## src/rtl/change_dispenser_pkg.sv

```systemverilog
// Shared definitions for the coin-return path: denomination count, amount
// width, coin values, timing constants and the payout FSM state encoding.
package change_dispenser_pkg;

  localparam int kNumCoins   = 3;
  localparam int kTotalBits  = 31;
  localparam int kCoinVal0   = 100;
  localparam int kCoinVal1   = 500;
  localparam int kCoinVal2   = 1000;
  localparam int kInvBits    = 8;
  localparam int kInvInit    = 10;
  localparam int kAckTimeout = 16;

  typedef enum logic [1:0] {
    S_IDLE   = 2'd0,
    S_SELECT = 2'd1,
    S_REQ    = 2'd2,
    S_DONE   = 2'd3
  } state_t;

endpackage

```

## src/rtl/change_dispenser_if.sv

```systemverilog
// Controller/hopper-facing signal bundle of the change dispenser. The
// dispenser sits on the slave side; the controller and hopper model drive
// the master side.
interface change_dispenser_if
  import change_dispenser_pkg::*;
#(
  parameter int NUM_COINS  = kNumCoins,
  parameter int TOTAL_BITS = kTotalBits
);

  logic                  i_start;
  logic [TOTAL_BITS-1:0] i_amount;
  logic [NUM_COINS-1:0]  i_refill;
  logic                  i_coin_ack;
  logic                  o_busy;
  logic [NUM_COINS-1:0]  o_coin_req;
  logic                  o_done;
  logic [TOTAL_BITS-1:0] o_remainder;
  logic                  o_fault;
  logic [NUM_COINS-1:0]  o_empty;

  modport slave (
    input  i_start, i_amount, i_refill, i_coin_ack,
    output o_busy, o_coin_req, o_done, o_remainder, o_fault, o_empty
  );

  modport master (
    output i_start, i_amount, i_refill, i_coin_ack,
    input  o_busy, o_coin_req, o_done, o_remainder, o_fault, o_empty
  );

endinterface

```

## src/rtl/change_dispenser_coin_inventory.sv

```systemverilog
// Per-denomination hopper stock: one saturating up/down counter per coin.
// A refill and a dispense of the same coin in one cycle cancel out.
module change_dispenser_coin_inventory
  import change_dispenser_pkg::*;
#(
  parameter int NUM_COINS = kNumCoins,
  parameter int INV_BITS  = kInvBits,
  parameter int INV_INIT  = kInvInit
) (
  input  logic                                clk,
  input  logic                                reset_n,
  input  logic [NUM_COINS-1:0]                refill,
  input  logic [NUM_COINS-1:0]                dispense,
  output wire  [NUM_COINS-1:0][INV_BITS-1:0]  count,
  output wire  [NUM_COINS-1:0]                empty
);

  localparam logic [INV_BITS-1:0] INV_MAX      = {INV_BITS{1'b1}};
  localparam logic [INV_BITS-1:0] INV_INIT_VAL = INV_BITS'(INV_INIT);

  genvar gi;
  generate
    for (gi = 0; gi < NUM_COINS; gi++) begin : g_coin
      logic [INV_BITS-1:0] count_reg;
      logic [INV_BITS-1:0] count_next;
      logic                empty_reg;

      // Next count: +1 on refill (saturating), -1 on dispense (never below 0)
      always_comb begin
        count_next = count_reg;
        if (refill[gi] && !dispense[gi]) begin
          if (count_reg != INV_MAX) count_next = count_reg + 1'b1;
        end else if (dispense[gi] && !refill[gi]) begin
          if (count_reg != '0) count_next = count_reg - 1'b1;
        end
      end

      // Counter and registered empty flag
      always_ff @(posedge clk) begin
        if (!reset_n) begin
          count_reg <= INV_INIT_VAL;
          empty_reg <= (INV_INIT_VAL == '0);
        end else begin
          count_reg <= count_next;
          empty_reg <= (count_next == '0);
        end
      end

      assign count[gi] = count_reg;
      assign empty[gi] = empty_reg;
    end
  endgenerate

endmodule

```

## src/rtl/change_dispenser.sv

```systemverilog
// Coin-return payout engine. Takes a change amount and ejects it one coin at
// a time through a req/ack handshake, always choosing the largest coin that
// still fits and is in stock. Reports the unpaid remainder and ack timeouts.
module change_dispenser
  import change_dispenser_pkg::*;
#(
  parameter int NUM_COINS   = kNumCoins,
  parameter int TOTAL_BITS  = kTotalBits,
  parameter int COIN_VAL0   = kCoinVal0,
  parameter int COIN_VAL1   = kCoinVal1,
  parameter int COIN_VAL2   = kCoinVal2,
  parameter int INV_BITS    = kInvBits,
  parameter int INV_INIT    = kInvInit,
  parameter int ACK_TIMEOUT = kAckTimeout
) (
  input logic               clk,
  input logic               reset_n,
  change_dispenser_if.slave bus
);

  localparam int TIMER_BITS = $clog2(ACK_TIMEOUT + 1);
  localparam logic [TIMER_BITS-1:0] TIMER_LAST = TIMER_BITS'(ACK_TIMEOUT - 1);
  localparam logic [TOTAL_BITS-1:0] COIN_VAL [NUM_COINS] = '{
    TOTAL_BITS'(COIN_VAL0), TOTAL_BITS'(COIN_VAL1), TOTAL_BITS'(COIN_VAL2)
  };

  state_t                              state_reg;
  logic                                busy_reg;
  logic [NUM_COINS-1:0]                coin_req_reg;
  logic                                done_reg;
  logic [TOTAL_BITS-1:0]               remainder_reg;
  logic                                fault_reg;
  logic [TOTAL_BITS-1:0]               remaining_reg;
  logic [TOTAL_BITS-1:0]               cur_val_reg;
  logic [TIMER_BITS-1:0]               timer_reg;

  logic                                sel_found;
  logic [NUM_COINS-1:0]                sel_onehot;
  logic [TOTAL_BITS-1:0]               sel_val;
  logic [NUM_COINS-1:0]                dispense;
  logic [NUM_COINS-1:0]                fits;
  wire  [NUM_COINS-1:0][INV_BITS-1:0]  inv_count;
  wire  [NUM_COINS-1:0]                inv_empty;

  // A coin is a candidate when it does not overshoot the balance and is in stock
  genvar gi;
  generate
    for (gi = 0; gi < NUM_COINS; gi++) begin : g_fit
      assign fits[gi] = (COIN_VAL[gi] <= remaining_reg) && (inv_count[gi] != '0);
    end
  endgenerate

  // Largest-denomination-first pick: the highest candidate index wins
  always_comb begin
    sel_found  = 1'b0;
    sel_onehot = '0;
    sel_val    = '0;
    for (int i = 0; i < NUM_COINS; i++) begin
      if (fits[i]) begin
        sel_found  = 1'b1;
        sel_onehot = NUM_COINS'(1) << i;
        sel_val    = COIN_VAL[i];
      end
    end
  end

  // Inventory is only debited for a coin the hopper actually acknowledged
  assign dispense = (state_reg == S_REQ && bus.i_coin_ack) ? coin_req_reg : '0;

  change_dispenser_coin_inventory #(
    .NUM_COINS (NUM_COINS),
    .INV_BITS  (INV_BITS),
    .INV_INIT  (INV_INIT)
  ) u_inv (
    .clk      (clk),
    .reset_n  (reset_n),
    .refill   (bus.i_refill),
    .dispense (dispense),
    .count    (inv_count),
    .empty    (inv_empty)
  );

  // Payout FSM with registered outputs; o_done is a single-cycle pulse
  always_ff @(posedge clk) begin
    if (!reset_n) begin
      state_reg     <= S_IDLE;
      busy_reg      <= 1'b0;
      coin_req_reg  <= '0;
      done_reg      <= 1'b0;
      remainder_reg <= '0;
      fault_reg     <= 1'b0;
      remaining_reg <= '0;
      cur_val_reg   <= '0;
      timer_reg     <= '0;
    end else begin
      done_reg <= 1'b0;
      case (state_reg)
        S_IDLE: begin
          if (bus.i_start) begin
            remaining_reg <= bus.i_amount;
            fault_reg     <= 1'b0;
            remainder_reg <= '0;
            busy_reg      <= 1'b1;
            state_reg     <= S_SELECT;
          end
        end
        S_SELECT: begin
          if (sel_found) begin
            coin_req_reg <= sel_onehot;
            cur_val_reg  <= sel_val;
            timer_reg    <= '0;
            state_reg    <= S_REQ;
          end else begin
            done_reg      <= 1'b1;
            remainder_reg <= remaining_reg;
            state_reg     <= S_DONE;
          end
        end
        S_REQ: begin
          if (bus.i_coin_ack) begin
            remaining_reg <= remaining_reg - cur_val_reg;
            coin_req_reg  <= '0;
            state_reg     <= S_SELECT;
          end else if (timer_reg == TIMER_LAST) begin
            fault_reg     <= 1'b1;
            coin_req_reg  <= '0;
            done_reg      <= 1'b1;
            remainder_reg <= remaining_reg;
            state_reg     <= S_DONE;
          end else begin
            timer_reg <= timer_reg + 1'b1;
          end
        end
        S_DONE: begin
          busy_reg  <= 1'b0;
          state_reg <= S_IDLE;
        end
        default: begin
          busy_reg     <= 1'b0;
          coin_req_reg <= '0;
          state_reg    <= S_IDLE;
        end
      endcase
    end
  end

  assign bus.o_busy      = busy_reg;
  assign bus.o_coin_req  = coin_req_reg;
  assign bus.o_done      = done_reg;
  assign bus.o_remainder = remainder_reg;
  assign bus.o_fault     = fault_reg;
  assign bus.o_empty     = inv_empty;

endmodule

```

## src/flat_wrapper.sv

```systemverilog
// flat-port wrapper written by rule: the top's interface ports become plain ports
module change_dispenser_flat import change_dispenser_pkg::*;
#(
  parameter int NUM_COINS   = kNumCoins,
  parameter int TOTAL_BITS  = kTotalBits,
  parameter int COIN_VAL0   = kCoinVal0,
  parameter int COIN_VAL1   = kCoinVal1,
  parameter int COIN_VAL2   = kCoinVal2,
  parameter int INV_BITS    = kInvBits,
  parameter int INV_INIT    = kInvInit,
  parameter int ACK_TIMEOUT = kAckTimeout
)
  (clk, reset_n, bus_i_start, bus_i_amount, bus_i_refill, bus_i_coin_ack, bus_o_busy, bus_o_coin_req, bus_o_done, bus_o_remainder, bus_o_fault, bus_o_empty);
  change_dispenser_if #(.NUM_COINS(NUM_COINS), .TOTAL_BITS(TOTAL_BITS)) bus_i ();
  input logic clk;
  input logic reset_n;
  input wire logic [$bits(bus_i.i_start)-1:0] bus_i_start;
  input wire logic [$bits(bus_i.i_amount)-1:0] bus_i_amount;
  input wire logic [$bits(bus_i.i_refill)-1:0] bus_i_refill;
  input wire logic [$bits(bus_i.i_coin_ack)-1:0] bus_i_coin_ack;
  output wire logic [$bits(bus_i.o_busy)-1:0] bus_o_busy;
  output wire logic [$bits(bus_i.o_coin_req)-1:0] bus_o_coin_req;
  output wire logic [$bits(bus_i.o_done)-1:0] bus_o_done;
  output wire logic [$bits(bus_i.o_remainder)-1:0] bus_o_remainder;
  output wire logic [$bits(bus_i.o_fault)-1:0] bus_o_fault;
  output wire logic [$bits(bus_i.o_empty)-1:0] bus_o_empty;
  assign bus_i.i_start = bus_i_start;
  assign bus_i.i_amount = bus_i_amount;
  assign bus_i.i_refill = bus_i_refill;
  assign bus_i.i_coin_ack = bus_i_coin_ack;
  assign bus_o_busy = bus_i.o_busy;
  assign bus_o_coin_req = bus_i.o_coin_req;
  assign bus_o_done = bus_i.o_done;
  assign bus_o_remainder = bus_i.o_remainder;
  assign bus_o_fault = bus_i.o_fault;
  assign bus_o_empty = bus_i.o_empty;
  change_dispenser #(.NUM_COINS(NUM_COINS), .TOTAL_BITS(TOTAL_BITS), .COIN_VAL0(COIN_VAL0), .COIN_VAL1(COIN_VAL1), .COIN_VAL2(COIN_VAL2), .INV_BITS(INV_BITS), .INV_INIT(INV_INIT), .ACK_TIMEOUT(ACK_TIMEOUT)) u_core (.clk(clk), .reset_n(reset_n), .bus(bus_i));
endmodule
```

## config.mk

```make
export PLATFORM = sky130hd
export DESIGN_NAME = change_dispenser_flat
export DESIGN_NICKNAME = d
export VERILOG_FILES = /design/src/rtl/change_dispenser_pkg.sv /design/src/rtl/change_dispenser_if.sv /design/src/rtl/change_dispenser_coin_inventory.sv /design/src/rtl/change_dispenser.sv /design/src/flat_wrapper.sv
export SDC_FILE = /design/constraint.sdc
export NUM_CORES = 1
export LEC_CHECK = 0
export ABC_CLOCK_PERIOD_IN_PS = 6400
export CAP_MARGIN = 5
export CORE_UTILIZATION = 50
export DETAILED_ROUTE_END_ITERATION = 8
export HOLD_SLACK_MARGIN = 0.03
export PLACE_DENSITY = 0.73
export SYNTH_ARGS = -nofsm -noshare
export SYNTH_HDL_FRONTEND = slang
export SYNTH_SLANG_ARGS = --single-unit
```

## constraint.sdc

```tcl
create_clock -name clk -period 6.4 [get_ports clk]
set_clock_uncertainty 0.1 [all_clocks]
set_input_delay 1.6 -clock clk [delete_from_list [all_inputs] [get_ports clk]]
set_output_delay 1.6 -clock clk [all_outputs]
set_load 0.01 [all_outputs]
```

-- Yosys cells after proc, flatten, opt, wreduce, memory -nomap -nowiden
Index checks and enable logic that the tools add are counted.
- register bits: 133
- reductions and logical operators: 35
- equal/unequal tests: 15
- add/sub/neg operators: 8
- mux-type cells: 53
- magnitude comparators: 3
- operator list (cell ; count):
    $mux 31 ; 6
    $mux 8 ; 12
    $pmux 31 s3 ; 1
    $pmux 31 s2 ; 1
    $le 10x31->1 const A ; 1
    $le 7x31->1 const A ; 1
    $le 9x31->1 const A ; 1
    $sub 31x31->31 ; 1
    $add 8x1->8 const B ; 3
    $logic_not 8->1 ; 3
    $ne 8x8->1 const B ; 3
    $reduce_bool 8->1 ; 3
    $sub 8x1->8 const B ; 3
    $mux 3 ; 5
    $mux 5 ; 3
    $mux 1 ; 12
    $ne 2x2->1 const B ; 6
    $logic_and 1x1->1 ; 10
    $mux 10 ; 1
    $pmux 5 s2 ; 1
    $mux 9 ; 1
    $mux 2 ; 4
    $pmux 2 s4 ; 1
    $reduce_and 4->1 ; 2
    other kinds (16) ; 29

-- Depth between registers and ports, before layout
Gate-level depths: netlist of the first run.
- word-level depth: 7
- depth in mapped cells: 12

-- By module
Synthesis of the first run repeated with hierarchy kept, for this count alone.
- cell total of the unflattened synthesis: 852
- area total of the unflattened synthesis: 6727.7 sq um
- by module, submodules not included (module ; area each (sq um) ; cells each ; instances):
    change_dispenser ; 4454.3 ; 549 ; 1
    change_dispenser_coin_inventory ; 2273.4 ; 303 ; 1

-- Worst setup path after synthesis of the first run
OpenSTA, ideal clock, no wires.
- kind: input -> register
- start: in bus_i_coin_ack
- end: reg u_core.u_inv.g_coin[0].empty_reg
- data required time: 6.208 ns
- library setup time: 0.092 ns
- path slack: 2.742 ns
- stages on the path: 8
- path buffers: 1
- arrival time: 3.466 ns
- cell sequence: clkbuf_1 > and4b_1 > nand3_1 > nor3_1 > a211o_1 > a22o_1 > or4b_2 > nor4_1
- longest elaborated chain between the ends: 6
- elaborated cells on any way between the ends: 8
- classes of those cells: mux: 3; reduce/logical: 5
- RTL lines (what ; line ; text):
    from (decl) ; flat_wrapper.sv:20 ; input wire logic [$bits(bus_i.i_coin_ack)-1:0] bus_i_coin_ack;
    $logic_and 1x1->1 (*) ; change_dispenser.sv:68 ; assign dispense = (state_reg == S_REQ && bus.i_coin_ack) ? coin_req_reg : '0;
    $mux 3 (*) ; change_dispenser.sv:68 ;
    $logic_and 1x1->1 or $logic_not 1->1 (tied branches) ; change_dispenser_coin_inventory.sv:33, change_dispenser_coin_inventory.sv:31 ;
    $mux 8 or $logic_and 1x1->1 (tied branches) ; change_dispenser_coin_inventory.sv:33, change_dispenser_coin_inventory.sv:31 ;
    $mux 8 (*) ; change_dispenser_coin_inventory.sv:31 ; if (refill[gi] && !dispense[gi]) begin
    $logic_not 8->1 (*) ; change_dispenser_coin_inventory.sv:45 ; empty_reg <= (count_next == '0);
    to (signal assigned) ; change_dispenser_coin_inventory.sv:42 ; empty_reg <= (INV_INIT_VAL == '0);
    to (signal assigned) ; change_dispenser_coin_inventory.sv:45 ;
    to (decl) ; change_dispenser_coin_inventory.sv:26 ; logic empty_reg;
Mark *: on every way between the ends. The rest lies on a longest branch, timed or not.
A chain may end at the register's enable or synchronous reset.

-- Worst setup path in the final report of the first run
Same ends and word-level chain as after synthesis.

==> implementation parameters, run 1 <==
Parameter                              Value

Global route
  First-pass GRT wire length    30,200 µm
  Global-route total usage across every layer    28.0%
  Via count of the first global-routing pass    6,152
  Antenna violations before repair    0
  Pin count of the biggest net entering global routing    91
  GRT overflow    0

Yosys
  Largest area contributor in the synthesized netlist    dfxtp_1
  Number of synthesized register bits    107
  Post-synth top area share    32.4%
  Syn Inst Count    837
  Main synth FF type    dfxtp_1
  Count of warnings emitted by yosys    0
  Distinct cell type count after synthesis    73
  Fraction of registers with async set/reset    0%
  Part of the Yosys area used for sequential elements    32.4%
  Syn Std Cell Area    6600 µm²
  Syn Area/Cell    7.89 µm²
  Net count of the mapped netlist    899
  Post-synth EDFFs    0
  Cell types occupying the most area after synthesis    dfxtp_1, mux2i_1, nand2_1, nand3_1, ha_1

Clock tree
  CTS hold repair buffers    0
  Clock insertion delay at the later pin of the skew report    350 ps
  Resize count post-CTS    0
  CTS tree    done
  Cell at the root of the clock tree    clkbuf_16
  Number of levels in the clock H-tree    3
  Clock sink total    107
  Post-CTS clock slew at the launch and capture registers of the worst setup and hold paths    70 ps
  Clock Path Buffers    2
  Number of buffers inserted during clock tree synthesis    9
  Number of buffers inserted by post-CTS setup repair    0

Timing
  Count of pins over their slew limit    0
  Relative slew slack    25.5%
  Final setup violating endpoints    0
  Setup TNS after final layout    0 ps
  Top achievable clock speed    0.235 GHz
  Setup repair after global routing missed its margin    false
  Fin crit share    66.6%
  Min Tclk post-route    4260 ps
  Post-Route Hold Slack    356 ps
  Worst Tran Pin Value    1110 ps
  Final number of hold-violating endpoints    0

Detailed routing
  Wirelength per Cell    17.8 µm
  Detailed-route vias per instance    6.34
  Iteration-0 DRC Markers    610
  Drt total wl    18,800 µm
  Antenna Nets Post-Route    0
  Vias after detailed routing    6,674
  Drt first pass iters    6
  Drt drc    0

Die
  Core box area    12,700 µm²
  Number of I/O pins    78
  Floorplan die height    117 µm
  Area enclosed by the die boundary    13,700 µm²
  Horizontal die dimension    117 µm
  Initial core utilization    51.9%
  Count of standard-cell rows    41

Power
  Combinational Power Share    48.9%
  Part of the power in the clock network    19.4%
  Overall power consumption    3.19 mW
  Worst vdd ir    0.245 mV
  Leak Pwr    2.88 nW
  Cell-internal power    1.79 mW
  Register share of total power    31.8%
  Areal power density over the cells    413 nW/µm²
  Switching Fraction    44.0%
  Switching power of the nets    1.40 mW

Critical path
  CP Data Arrival Time    4420 ps
  Slowest library cell on the worst path    clkdlybuf4s50_1
  Chain of cells forming the critical path    clkdlybuf4s50_1 > nand3_1 > or2_2 > nor2_1 > mux2i_1 > a211o_1 > or4b_2 > nor4_1
  Worst Path Class, Setup    input port to flop
  Required arrival time at the worst endpoint    6560 ps
  FF-to-FF Start    u_core.state_reg[0]
  Delay of the slowest cell on the worst path    750 ps
  Start point of the critical path    bus_i_coin_ack
  Critical Path Sink Type    flop
  Crit path launch type    input port
  Gate family responsible for the most delay along the worst path    simple AND/OR/NAND/NOR gates
  Buffering stage count on the worst path with inverters included    1
  Slack of the worst reg-to-reg path    2920 ps
  Largest fanout on the critical path    12

Final layout
  Post-route cell area    7720 µm²
  Footprint of the multi-input gates    4120 µm²
  Nets    938
  Area growth, synth to finish    17.0%
  Antenna diodes    0
  Ratio of cells with drive above 1 in the final layout    4.65%
  Fill cell total of the finished layout    1,201
  Sequential Area    2140 µm²

Run status
  Run status    finished, final reports clean

Worst hold path
  Start point of the worst min-delay path    u_core.cur_val_reg[2]
  Hold/Removal Path Class    flop to flop

Run
  # Max-Cap Violations    0

Placement
  HPWL Detailed    13,200 µm
  Placed standard-cell area    7400 µm²
  Number of I/O port buffers    77
  Last weighted congestion value of the routability-driven placer    0.920
-- cell usage in the layout, fill, tap and decap left out, types with 5 or more instances in the layout --
cell type	instances
and2_1	12
nor2_1	64
or3_1	18
ha_1	22
buf_4	8
nor4_1	18
o22ai_1	6
clkbuf_16	9
a22oi_1	5
nand4_1	10
a21oi_1	34
o311ai_0	5
and3_1	17
o211ai_1	6
nand2_1	95
nor3_1	20
nand3_1	66
xnor2_1	7
or4_1	6
nor2b_1	11
a211oi_1	12
mux2i_1	41
nand2b_1	7
o21a_1	12
o21ai_0	39
clkdlybuf4s50_1	76
a31oi_1	17
inv_1	26
dfxtp_1	107
o31ai_1	7
and4_1	5
-- through the flow --
| step | instances | utilization (%) | worst slack, ps |
|---|---|---|---|
| 5_1_grt | 1053 | 60.7 | 2040 |
| 4_1_cts | 1053 | 60.7 | 2150 |
| 3_5_place_dp | 1037 | 58.1 | 1750 |
| 2_1_floorplan | 837 | - | 2740 |
| 3_3_place_gp | 1037 | 58.1 | 1850 |
| 6_report | 1053 | 60.7 | 2140 |
-- area by class of cell --
class                   count  area share, %
clock buffers              12           3.32
clock inverters             4          0.939
inverters                  26           1.26
multi-input cells         648           53.3
flip-flops and latches    107           27.7
well taps                 172           2.79
repair buffers             84           10.6
-- per-layer routing --
metal | up-vias | global-route usage, % | part of all wire [%]
li1 | 3192 | - | -
met1 | 3185 | 35.3 | 43
met2 | 258 | 47.2 | 48
met3 | 39 | 4.43 | 6.2
met4 | 0 | 12.9 | 2.6
met5 | - | 0 | 0
-- kinds of logic (layout without fill, tap and decap cells) --
| family | after synthesis | after routing | synth area share, % |
|---|---|---|---|
| flops | 107 | 107 | 32.4 |
| simple gates | 368 | 368 | 28.4 |
| fa+ha+maj | 24 | 24 | 4.66 |
| buf+inv | 82 | 126 | 5.32 |
| compound gates | 207 | 207 | 21.9 |
| xor+xnor | 7 | 7 | 0.929 |
| mux | 42 | 42 | 6.39 |
-- worst reg2reg max path: cells and delay by family (launching register included) --
kind            cells  cell delay (ps)
compound gates      1              280
fa+ha+maj           1              180
flops               1              350
mux                 1              110
buf+inv             2              640
simple gates        5             1730
-- worst paths after layout --
path / endpoint / cells after the start
max: u_core.u_inv.g_coin[0].empty_reg / 8
min: u_core.cur_val_reg[2] / 2
max reg2reg: u_core.u_inv.g_coin[0].empty_reg / 10
min reg2reg: u_core.cur_val_reg[2] / 2
-- power groups by stage --
stage | sequential (mW) | clock (mW) | combinational [mW]
after floorplan | 0.958 | 0 | 1.18
after global placement | 1.01 | 0 | 1.49
after detailed placement | 1.02 | 0 | 1.54
after CTS | 1.01 | 0.627 | 1.55
after global routing | 1.04 | 0.648 | 1.72
final | 1.01 | 0.617 | 1.56
-- cells in the mapped netlist, drive strengths merged, types with 13 or more instances --
cell,number
ha,23
nand2,95
and2,13
clkbuf,45
a31oi,17
nor4,18
or3,18
a21oi,34
dfxtp,107
and3,17
nor3,21
inv,26
nor2,64
o21ai,42
mux2i,41
nand3,66
Note: power is estimated with default switching activity, not from simulation.
==> run 2, diff against run 1 <==
--- a/config.mk
+++ b/config.mk
@@ -5,7 +5,7 @@
 export SDC_FILE = /design/constraint.sdc
 export NUM_CORES = 1
 export LEC_CHECK = 0
-export ABC_CLOCK_PERIOD_IN_PS = 6400
+export ABC_CLOCK_PERIOD_IN_PS = 4100
 export CAP_MARGIN = 5
 export CORE_UTILIZATION = 50
 export DETAILED_ROUTE_END_ITERATION = 8
==> constraint.sdc (replaced) <==
create_clock -name clk -period 4.1 [get_ports clk]
set_clock_uncertainty 0.1 [all_clocks]
set_input_delay 1.025 -clock clk [delete_from_list [all_inputs] [get_ports clk]]
set_output_delay 1.025 -clock clk [all_outputs]
set_load 0.01 [all_outputs]
==> implementation parameters, run 2 (same netlist as run 1, synthesis figures left out) <==
Parameter                              Value

Final layout
  Post-route cell area    7700 µm² (-0.36%)
  Nets    942 (+0.43%)
  Antenna diodes    0 (unchanged)
  Fill cell total of the finished layout    1,199 (-0.17%)
  Non-Filler Instances    1,057 (+0.38%)
  Ratio of cells with drive above 1 in the final layout    5.08% (+0.43 points)
  Commonest non-fill, non-tap cells in the layout    dfxtp_1, nand2_1, clkdlybuf4s50_1
  Area growth, synth to finish    16.6%
  Most common library cell in the layout ignoring fill and taps    dfxtp_1

Clock tree
  Clock Path Buffers    2 (unchanged)
  CTS tree    done
  Clock insertion delay at the later pin of the skew report    350 ps (about the same)
  Cell at the root of the clock tree    clkbuf_16
  Number of buffers inserted during clock tree synthesis    9 (unchanged)
  Post-CTS clock slew at the launch and capture registers of the worst setup and hold paths    70 ps (about the same)
  Clock sink total    107 (unchanged)
  Resize count post-CTS    0 (unchanged)
  CTS hold repair buffers    0 (unchanged)
  Number of levels in the clock H-tree    3 (unchanged)
  Number of buffers inserted by post-CTS setup repair    0 (unchanged)

Power
  Overall power consumption    4.83 mW (+51%)
  Register share of total power    32.8% (+1.0 points)
  Worst vdd ir    0.274 mV (+12%)
  Leak Pwr    2.88 nW (about the same)
  Areal power density over the cells    627 nW/µm² (+52%)
  Cell-internal power    2.66 mW (+49%)
  Part of the power in the clock network    17.0% (-2.4 points)
  Switching Fraction    44.8% (+0.78 points)
  Combinational Power Share    50.2% (+1.3 points)
  Switching power of the nets    2.16 mW (+54%)

Die
  Horizontal die dimension    117 µm (unchanged)
  Number of I/O pins    78 (unchanged)
  Count of standard-cell rows    41 (unchanged)
  Floorplan die height    117 µm (unchanged)
  Core box area    12,700 µm² (unchanged)
  Initial core utilization    51.9% (unchanged)
  Area enclosed by the die boundary    13,700 µm² (unchanged)

Critical path
  Required arrival time at the worst endpoint    4260 ps (-2300 ps)
  CP Data Arrival Time    3580 ps (-840 ps)
  Largest fanout on the critical path    6 (-6)
  Crit path launch type    input port
  Slowest library cell on the worst path    or4b_2
  Worst Path Class, Setup    input port to flop
  Chain of cells forming the critical path    clkdlybuf4s50_1 > nand3_1 > or2_2 > nor2_1 > mux2i_1 > a211o_1 > or4b_2 > nor4_1
  Critical Path Sink Type    flop
  Delay of the slowest cell on the worst path    650 ps (-100 ps)

Global route
  GRT overflow    0 (unchanged)
  Via count of the first global-routing pass    6,013 (-2.3%)
  Antenna violations before repair    0 (unchanged)
  Pin count of the biggest net entering global routing    59 (-35%)
  First-pass GRT wire length    29,400 µm (-2.9%)
  Global-route total usage across every layer    27.4% (-0.64 points)

Placement
  Placed standard-cell area    7430 µm² (+0.41%)
  HPWL Detailed    12,900 µm (-2.6%)
  # placed instances    1,041 (+0.39%)
  Last weighted congestion value of the routability-driven placer    0.928 (+0.83%)
  Number of I/O port buffers    77 (unchanged)

Timing
  Relative slew slack    26.7% (+1.2 points)
  Setup TNS after final layout    0 ps (unchanged)
  Top achievable clock speed    0.292 GHz
  Fin crit share    83.4%
  Min Tclk post-route    3420 ps
  Final setup violating endpoints    0 (unchanged)
  Worst Tran Pin Value    1100 ps (-11.7 ps)
  Setup repair after global routing missed its margin    false
  Post-Route Hold Slack    361 ps (+5.79 ps)
  Count of pins over their slew limit    0 (unchanged)
  Final number of hold-violating endpoints    0 (unchanged)

Detailed routing
  Drt first pass iters    7 (+1)
  Wirelength per Cell    17.1 µm (-4.1%)
  Drt total wl    18,000 µm (-3.8%)
  Detailed-route vias per instance    6.19 (-2.4%)
  Iteration-0 DRC Markers    566 (-7.2%)
  Antenna Nets Post-Route    0 (unchanged)
  Drt drc    0 (unchanged)
  Vias after detailed routing    6,538 (-2.0%)

Run
  # Max-Cap Violations    0 (unchanged)

Run status
  Run status    finished, final reports clean

Worst hold path
  Hold/Removal Path Class    flop to flop
## run 2: layout make-up
| type | instances | area [µm²] | share of cell area, % |
|---|---|---|---|
| clock buffer | 11 | 243 | 3.15 |
| clock inverter | 5 | 28.8 | 0.374 |
| inverter | 26 | 97.6 | 1.27 |
| multi-input combinational | 648 | 4120 | 53.5 |
| sequential | 107 | 2140 | 27.8 |
| tap | 172 | 215 | 2.80 |
| timing repair buffer | 88 | 851 | 11.1 |
## run 2: path summary, 6_finish.rpt
kind | slack, ps | startpoint | cells past startpoint | endpoint
min reg2reg | 360 | u_core.bus.o_remainder[27] | 2 | u_core.bus.o_remainder[27]
min | 360 | u_core.bus.o_remainder[27] | 2 | u_core.bus.o_remainder[27]
max reg2reg | 790 | u_core.remaining_reg[25] | 8 | u_core.bus.o_remainder[24]
max | 680 | bus_i_coin_ack | 8 | u_core.u_inv.g_coin[0].empty_reg
## run 2: critical path: cells and delay by family
family,cells,cell delay (ps)
and+or+nand+nor,5,1590
buffers and inverters,1,570
AOI/OAI and AO/OA,1,290
muxes,1,100
## run 2: per-stage QoR
step	setup slack [ps]	util (%)
2_1_floorplan	1020	-
3_5_place_dp	330	58.4
5_1_grt	493	60.5
6_report	680	60.5
4_1_cts	699	60.5
3_3_place_gp	364	58.4
## run 2: layer usage
metal	vias up	track usage, %	wire length (µm)
met5	-	0	0
met4	0	11.6	406
met3	34	3.40	999
met2	230	47.1	8650
met1	3071	34.7	7990
li1	3203	-	-
## run 2: power by group through the flow
stage / combinational, mW / sequential [mW] / clock [mW]
after floorplan: 1.85 / 1.50 / 0
after global routing: 2.68 / 1.61 / 0.882
after global placement: 2.32 / 1.58 / 0
after CTS: 2.40 / 1.57 / 0.832
final: 2.43 / 1.58 / 0.819
after detailed placement: 2.40 / 1.59 / 0
==> run 3, diff against run 2 <==
--- a/config.mk
+++ b/config.mk
@@ -5,12 +5,12 @@
 export SDC_FILE = /design/constraint.sdc
 export NUM_CORES = 1
 export LEC_CHECK = 0
-export ABC_CLOCK_PERIOD_IN_PS = 4100
+export ABC_CLOCK_PERIOD_IN_PS = 2800
 export CAP_MARGIN = 5
 export CORE_UTILIZATION = 50
 export DETAILED_ROUTE_END_ITERATION = 8
 export HOLD_SLACK_MARGIN = 0.03
-export PLACE_DENSITY = 0.73
+export PLACE_DENSITY = 0.75
 export SYNTH_ARGS = -nofsm -noshare
 export SYNTH_HDL_FRONTEND = slang
 export SYNTH_SLANG_ARGS = --single-unit
==> constraint.sdc (replaced) <==
create_clock -name clk -period 2.8 [get_ports clk]
set_clock_uncertainty 0.1 [all_clocks]
set_input_delay 0.7 -clock clk [delete_from_list [all_inputs] [get_ports clk]]
set_output_delay 0.7 -clock clk [all_outputs]
set_load 0.01 [all_outputs]
==> implementation parameters, run 3 (same netlist as run 1, synthesis figures left out) <==
Parameter                              Value

Critical path
  Crit path launch type    flop
  Chain of cells forming the critical path    or4_4 > nor4b_4 > o311ai_2 > o21ai_1 > a31oi_1 > a2111o_1 > buf_12 > mux2i_1
  Slowest library cell on the worst path    or4_4
  FF-to-FF Start    u_core.remaining_reg[18]
  CP Data Arrival Time    3010 ps (-570 ps)
  Critical Path Sink Type    flop
  Start point of the critical path    u_core.remaining_reg[18]
  Delay of the slowest cell on the worst path    580 ps (-70 ps)
  Required arrival time at the worst endpoint    2930 ps (-1330 ps)
  Largest fanout on the critical path    31 (+25)
  Worst Path Class, Setup    flop to flop

Power
  Leak Pwr    3.38 nW (+17%)
  Areal power density over the cells    935 nW/µm² (+49%)
  Worst vdd ir    0.489 mV (+78%)

Clock tree
  Number of buffers inserted during clock tree synthesis    9 (unchanged)
  Clock sink total    107 (unchanged)
  Post-CTS clock slew at the launch and capture registers of the worst setup and hold paths    80 ps (about the same)
  Clock Path Buffers    2 (unchanged)
  Clock insertion delay at the later pin of the skew report    360 ps (about the same)
  Cell at the root of the clock tree    clkbuf_16
  CTS hold repair buffers    0 (unchanged)
  CTS tree    done
  Number of levels in the clock H-tree    3 (unchanged)

Timing
  Final setup violating endpoints    31 (+31)
  Final number of hold-violating endpoints    0 (unchanged)
  Setup slack of the critical path after layout    -73.1 ps (-753 ps)
  Setup TNS after final layout    -1300 ps (-1300 ps)
  Post-Route Hold Slack    363 ps (+1.38 ps)
  Top achievable clock speed    0.348 GHz
  Setup repair after global routing missed its margin    true
  Count of pins over their slew limit    0 (unchanged)
  Fin crit share    103%
  Relative slew slack    67.2% (+40 points)
  Min Tclk post-route    2870 ps
  Worst Tran Pin Value    492 ps (-607 ps)

Final layout
  Post-route cell area    8470 µm² (+10%)
  Commonest non-fill, non-tap cells in the layout    dfxtp_1, nand2_1, buf_4
  Non-Filler Instances    1,143 (+8.1%)
  Antenna diodes    0 (unchanged)
  Ratio of cells with drive above 1 in the final layout    14.3% (+9.2 points)
  Nets    1,028 (+9.1%)
  Area growth, synth to finish    28.2%
  End-of-flow core utilization    66.6% (+6.0 points)
  Most common library cell in the layout ignoring fill and taps    dfxtp_1

Run status
  Run status    finished, violations left
  Violations in the final reports    setup timing

Die
  Count of standard-cell rows    41 (unchanged)
  Area enclosed by the die boundary    13,700 µm² (unchanged)
  Number of I/O pins    78 (unchanged)
  Floorplan die height    117 µm (unchanged)
  Core box area    12,700 µm² (unchanged)
  Initial core utilization    51.9% (unchanged)
  Horizontal die dimension    117 µm (unchanged)

Detailed routing
  Vias after detailed routing    6,992 (+6.9%)
  Wirelength per Cell    17.4 µm (+2.0%)
  Drt first pass iters    6 (-1)
  Drt drc    0 (unchanged)
  Antenna Nets Post-Route    0 (unchanged)
  Drt total wl    19,900 µm (+10%)
  Iteration-0 DRC Markers    674 (+19%)
  Detailed-route vias per instance    6.12 (-1.1%)

Worst hold path
  Hold/Removal Path Class    flop to flop
  Start point of the worst min-delay path    u_core.bus.o_remainder[15]

Placement
  Number of I/O port buffers    77 (unchanged)
  # placed instances    1,127 (+8.3%)
  Last weighted congestion value of the routability-driven placer    0.942 (+1.5%)
  Placed standard-cell area    8120 µm² (+9.3%)
  HPWL Detailed    14,300 µm (+11%)

Global route
  Pin count of the biggest net entering global routing    111 (+88%)
  Antenna violations before repair    0 (unchanged)
  GRT overflow    0 (unchanged)
  Global-route total usage across every layer    29.6% (+2.2 points)
  Via count of the first global-routing pass    6,575 (+9.3%)
  First-pass GRT wire length    31,700 µm (+8.0%)

Run
  # Max-Cap Violations    0 (unchanged)
run 3: cell types whose count changed in the layout (fill, tap and decap cells not counted), sizes merged:
cell / delta
dlymetal6s2s: +2
inv: +4
clkinv: -2
clkdlybuf4s50: -2
buf: +86
clkbuf: -2
run 3: worst paths after layout:
check | end | slack, ps | cells past startpoint
worst min-delay path | u_core.bus.o_remainder[15] | 360 | 2
worst max-delay path | u_core.bus.o_remainder[11] | -70 | 8
worst max register to register | u_core.bus.o_remainder[11] | -70 | 8
worst min register to register | u_core.bus.o_remainder[15] | 360 | 2
run 3: final cells by class:
cell class	count	area, µm²
repair buffers	174	1540
fillers	1105	4260
clock buffers	9	225
inverters	26	97.6
clock inverters	7	81.3
multi-input cells	648	4160
well taps	172	215
flip-flops and latches	107	2140
run 3: per-stage QoR:
step / power [mW] / setup WS (ps)
floorplan: 4.97 / -14.9
global placement: 6.34 / -482
detailed placement: 6.47 / -536
CTS: 7.81 / -45.4
global route: 8.39 / -96.4
finish: 7.92 / -73.1
run 3: power by group:
group / total, mW / switching [mW] / internal, mW
Sequential: 2.11 / 0.270 / 1.84
Clock: 1.30 / 0.664 / 0.641
Combinational: 4.50 / 2.57 / 1.93
Total: 7.92 / 3.50 / 4.42
run 3: per-layer routing:
metal	part of all wire, %	routed length [µm]	vias up	track usage, %
met5	0	0	-	0
met4	2.5	497	0	11.9
met3	5.8	1150	37	3.60
met2	50	9880	297	53.1
met1	42	8370	3297	36.0
li1	-	-	3361	-
run 3: critical path, delay by kind of cell (launching register included):
kind                   cells  cell delay (ps)
multiplexers               1              160
flip-flops                 1              320
AO/OA/AOI/OAI              4              990
AND/OR/NAND/NOR            2              960
buffers and inverters      1              200
run 3: what timing repair did:
| action | in CTS | in global routing |
|---|---|---|
| resized for setup | 4 | 10 |
| buffers inserted | 0 | 0 |
| endpoints found under the setup margin | 32 | 37 |
| pin swaps | 2 | 2 |
==> variant 1: new RTL, flow settings as in run 3 <==
`kInvBits`: 8 -> 12.
--- a/src/rtl/change_dispenser_pkg.sv
+++ b/src/rtl/change_dispenser_pkg.sv
@@ -7,7 +7,7 @@
   localparam int kCoinVal0   = 100;
   localparam int kCoinVal1   = 500;
   localparam int kCoinVal2   = 1000;
-  localparam int kInvBits    = 8;
+  localparam int kInvBits    = 12;
   localparam int kInvInit    = 10;
   localparam int kAckTimeout = 16;
 
Check against the original RTL: no difference found for any inputs over 4 cycles, from zero or initial values and one cycle with reset_n low; that may be too few to reach the edited logic, so the function may still have changed.
==> variant 1 against run 3 <==
  * Core utilization grew 1.4 points
  * Non-clock buffer count grew 4
  * Area after synthesis grew 4.4%
  * Critical path depth is the same
  * Sequential cell count grew 12
  * Worst setup slack gained 0.20 ns
  * Via count grew 3.0%
  * Final area grew 7.1%
  * Hold slack gained 0.011 ns
  * Die area grew 4.3%
  * Wire length shrank 2.8%
  * Total power shrank 15%
  * Largest cell class unchanged
  * Largest power group unchanged
==> variant 1: results (changes against run 3) <==
* Layout cell share with drive strength beyond 1 at 0.1487 (+0.005551)
* DRT met1 WL at 8874 µm (+6.1%)
* Met3 WL at 1226 µm (+6.2%)
* Slew headroom at 0.6261 (-0.04591)
* Post-Route WL at 19350 µm (-2.8%)
* # fillers at 1147 (+3.8%)
* Routability congestion estimate at 1.018 (+8.1%)
* Adder-Cell Fraction of Synth Area at 0.03920 (-0.007416)
* Register area share after synthesis at 0.3456 (+0.02113)
* Initial drt markers at 588 (-13%)
* Worst flop-to-flop path startpoint: u_core.u_inv.g_coin[0].count_reg[1]
* Grt met1 use at 0.3712 (+0.01144)
* ClkCell Share at 0.06667 (+0.03046)
* Hold path depth at 1 (-1)
* Sw Pwr at 0.002314 W (-34%)
* Internal at 0.004408 W (-0.17%)
* Vias at 7205 (+3.0%)
* Top post-synthesis cells by count: dfxtp_1 (119), nor2_1 (72), nand2_1 (63)
* Global routing met2 resource utilization at 0.4440 (-0.08653)
* Pre-CTS WS at -0.3956 ns (+0.1403 ns)
* Number of distinct library cells after synthesis at 70 (-4.1%)
* Row count at 42 (+2.4%)
* Non-clock inverters at 24 (-7.7%)
* CP peak stage delay at 0.53 ns (-0.05 ns)
* Area of the multi-input gates at 4202 µm² (+0.99%)
* Non-clk buf share at 0.1727 (-0.009685)
* Nets at 1049 (+2.0%)
* Metal2 WL at 8895 µm (-10%)
* Pin count of the biggest net entering global routing at 32 (-71%)
* Register area at 2384 µm² (+11%)
* Combinational power at 0.00233 W (-48%)
* Signal buffers at 178 (+2.3%)
* Status: complete, no violations
* Critical path peak fanout at 5 (-84%)
variant 1: changes by cell type after synthesis, sizes merged, moves of 7 or more:
| cell | change |
|---|---|
| nor2 | +8 |
| dfxtp | +12 |
| xor2 | +10 |
| nand2 | -32 |
| a21oi | +7 |
| nand4 | +9 |
| and2 | +9 |
| or3 | -10 |
| a22o | +27 |
| nand3 | -33 |
| mux2i | -36 |
| nor3 | +14 |
variant 1: per-stage QoR:
stage / area [µm²] / instances / hold slack, ns / setup TNS (ns)
final: 9065 / 1178 / 0.3742 / 0
after global routing: 9065 / 1178 / 0.3881 / 0
after CTS: 9031 / 1178 / 0.3742 / 0
after detailed placement: 8398 / 1144 / 0.3588 / -2.054
after global placement: 8398 / 1144 / 0.3535 / -1.190
after floorplan: 6894 / 849 / 0.3431 / 0
variant 1: timing repair:
item	4_1_cts	5_1_grt
hold buffers	0	0
buffers inserted	3	0
endpoints found under the setup margin	2	16
pin swaps	0	1
gates resized for setup	1	10
==> variant 2: new RTL, config.mk and constraints of run 3 <==
Made on the original files. The 4 states of `state_t` get a one-hot encoding in 4 bits.
--- a/src/rtl/change_dispenser_pkg.sv
+++ b/src/rtl/change_dispenser_pkg.sv
@@ -11,11 +11,11 @@
   localparam int kInvInit    = 10;
   localparam int kAckTimeout = 16;
 
-  typedef enum logic [1:0] {
-    S_IDLE   = 2'd0,
-    S_SELECT = 2'd1,
-    S_REQ    = 2'd2,
-    S_DONE   = 2'd3
+  typedef enum logic [3:0] {
+    S_IDLE   = 4'b0001,
+    S_SELECT = 4'b0010,
+    S_REQ    = 4'b0100,
+    S_DONE   = 4'b1000
   } state_t;
 
 endpackage
Function: no difference found for any inputs over 4 cycles, from zero or initial values and one cycle with reset_n low; so few cycles prove little.
==> variant 2 against run 3 <==
  * Area after synthesis down 1.4%
  * Worst setup slack better by 0.23 ns
  * Sequential cell count up 2
  * Final area down 2.4%
  * Wire length down 6.0%
  * Cell count down 2.0%
  * Core utilization down 1.3 points
Power is not compared: it rests on default switching activity, and its combinational part moved more than twofold at a synthesized area within 25%.
==> variant 2: results (changes against run 3) <==
* Slew headroom at 0.5237 (-0.1483)
* Vias/cell at 5.902 (-3.5%)
* Post-Route WL at 18710 µm (-6.0%)
* Non-clock inverters at 24 (-7.7%)
* Register area share after synthesis at 0.3353 (+0.01083)
* Layout cell share with drive strength beyond 1 at 0.1477 (+0.004528)
* Xor/xnor share of the synthesized area at 0.01615 (+0.006862)
* Post-route core utilization at 0.6523 (-0.01320)
* Syn Nets at 884 (-1.7%)
* Top post-synthesis cells by count: nand2_1 (136), dfxtp_1 (109), nor2_1 (74)
* Compound-Gate Fraction of Synth Area at 0.2118 (-0.007033)
* Nets at 1001 (-2.6%)
* ClkCell Share at 0.03769 (+0.001488)
* Initial drt markers at 559 (-17%)
* Clock sinks at 109 (+1.9%)
* Vias at 6610 (-5.5%)
* Leakage Power at 3.087 nW
* Number of multi-input logic gates at 640 (-1.2%)
* Status: complete, no violations
* Number of distinct library cells after synthesis at 81 (+11%)
* HPWL after DPL at 13840 µm (-3.4%)
* Routability congestion estimate at 0.8732 (-7.3%)
* # fillers at 1111 (+0.54%)
* Pre-CTS WS at -0.1964 ns (+0.3395 ns)
* First-pass GRT wire length at 30570 µm (-3.7%)
* Signal buffers at 159 (-8.6%)
* Arrival @ worst endpoint at 2.78 ns (-0.23 ns)
* Multi-input combinational area share at 0.4882 (-0.003163)
* Via count of the first global-routing pass at 6361 (-3.3%)
* Placed insts at 1104 (-2.0%)
* DP Area at 7914 µm² (-2.5%)
* Post-synthesis mux area share at 0.05767 (-0.006192)
[variant 2: cell types whose count changed in the layout (fill, tap and decap cells not counted), sizes merged, moves of 6 or more]
cell / change
a21oi: +8
a31oi: -7
buf: -15
mux2i: -8
nand2: +41
nand3: -37
nor2: +10
nor3: +8
o22ai: +8
or3: -6
[variant 2: repair_timing]
action / CTS / global route
endpoints found under the hold margin: 0 / 0
buffers inserted: 0 / 0
setup endpoints to repair: 0 / 42
gates resized for setup: 0 / 9
[variant 2: worst max-delay path: stages, from the launching register on]
cell     delay (ns)
dfxtp_1        0.32
or4b_4         0.65
or3_1          0.45
o21ai_2        0.22
o22ai_1        0.12
mux2_2         0.28
nor2_1         0.14
nor4b_1        0.26
[variant 2: final timing paths]
check,from,to,slack [ns],depth (start not counted)
worst min-delay path,u_core.bus.o_remainder[30],u_core.bus.o_remainder[30],0.36,2
worst max-delay path,u_core.state_reg[3],u_core.u_inv.g_coin[1].empty_reg,0.16,7
worst min register to register,u_core.bus.o_remainder[30],u_core.bus.o_remainder[30],0.36,2
worst max register to register,u_core.state_reg[3],u_core.u_inv.g_coin[1].empty_reg,0.16,7
[variant 2: power by group through the flow]
| stage | Combinational [W] | Clock, W | Sequential (W) |
|---|---|---|---|
| 2_1_floorplan | 0.000578 | 0 | 0.00171 |
| 6_report | 0.000930 | 0.00133 | 0.00170 |
| 4_1_cts | 0.000914 | 0.00137 | 0.00170 |
| 3_5_place_dp | 0.000908 | 0 | 0.00174 |
| 5_1_grt | 0.00102 | 0.00142 | 0.00171 |
| 3_3_place_gp | 0.000896 | 0 | 0.00173 |
[variant 2: metal layers]
metal	track usage	wire length, µm
met2	0.4929	9162
met3	0.06487	939
met1	0.3559	8271
met5	0	0
met4	0.09487	335
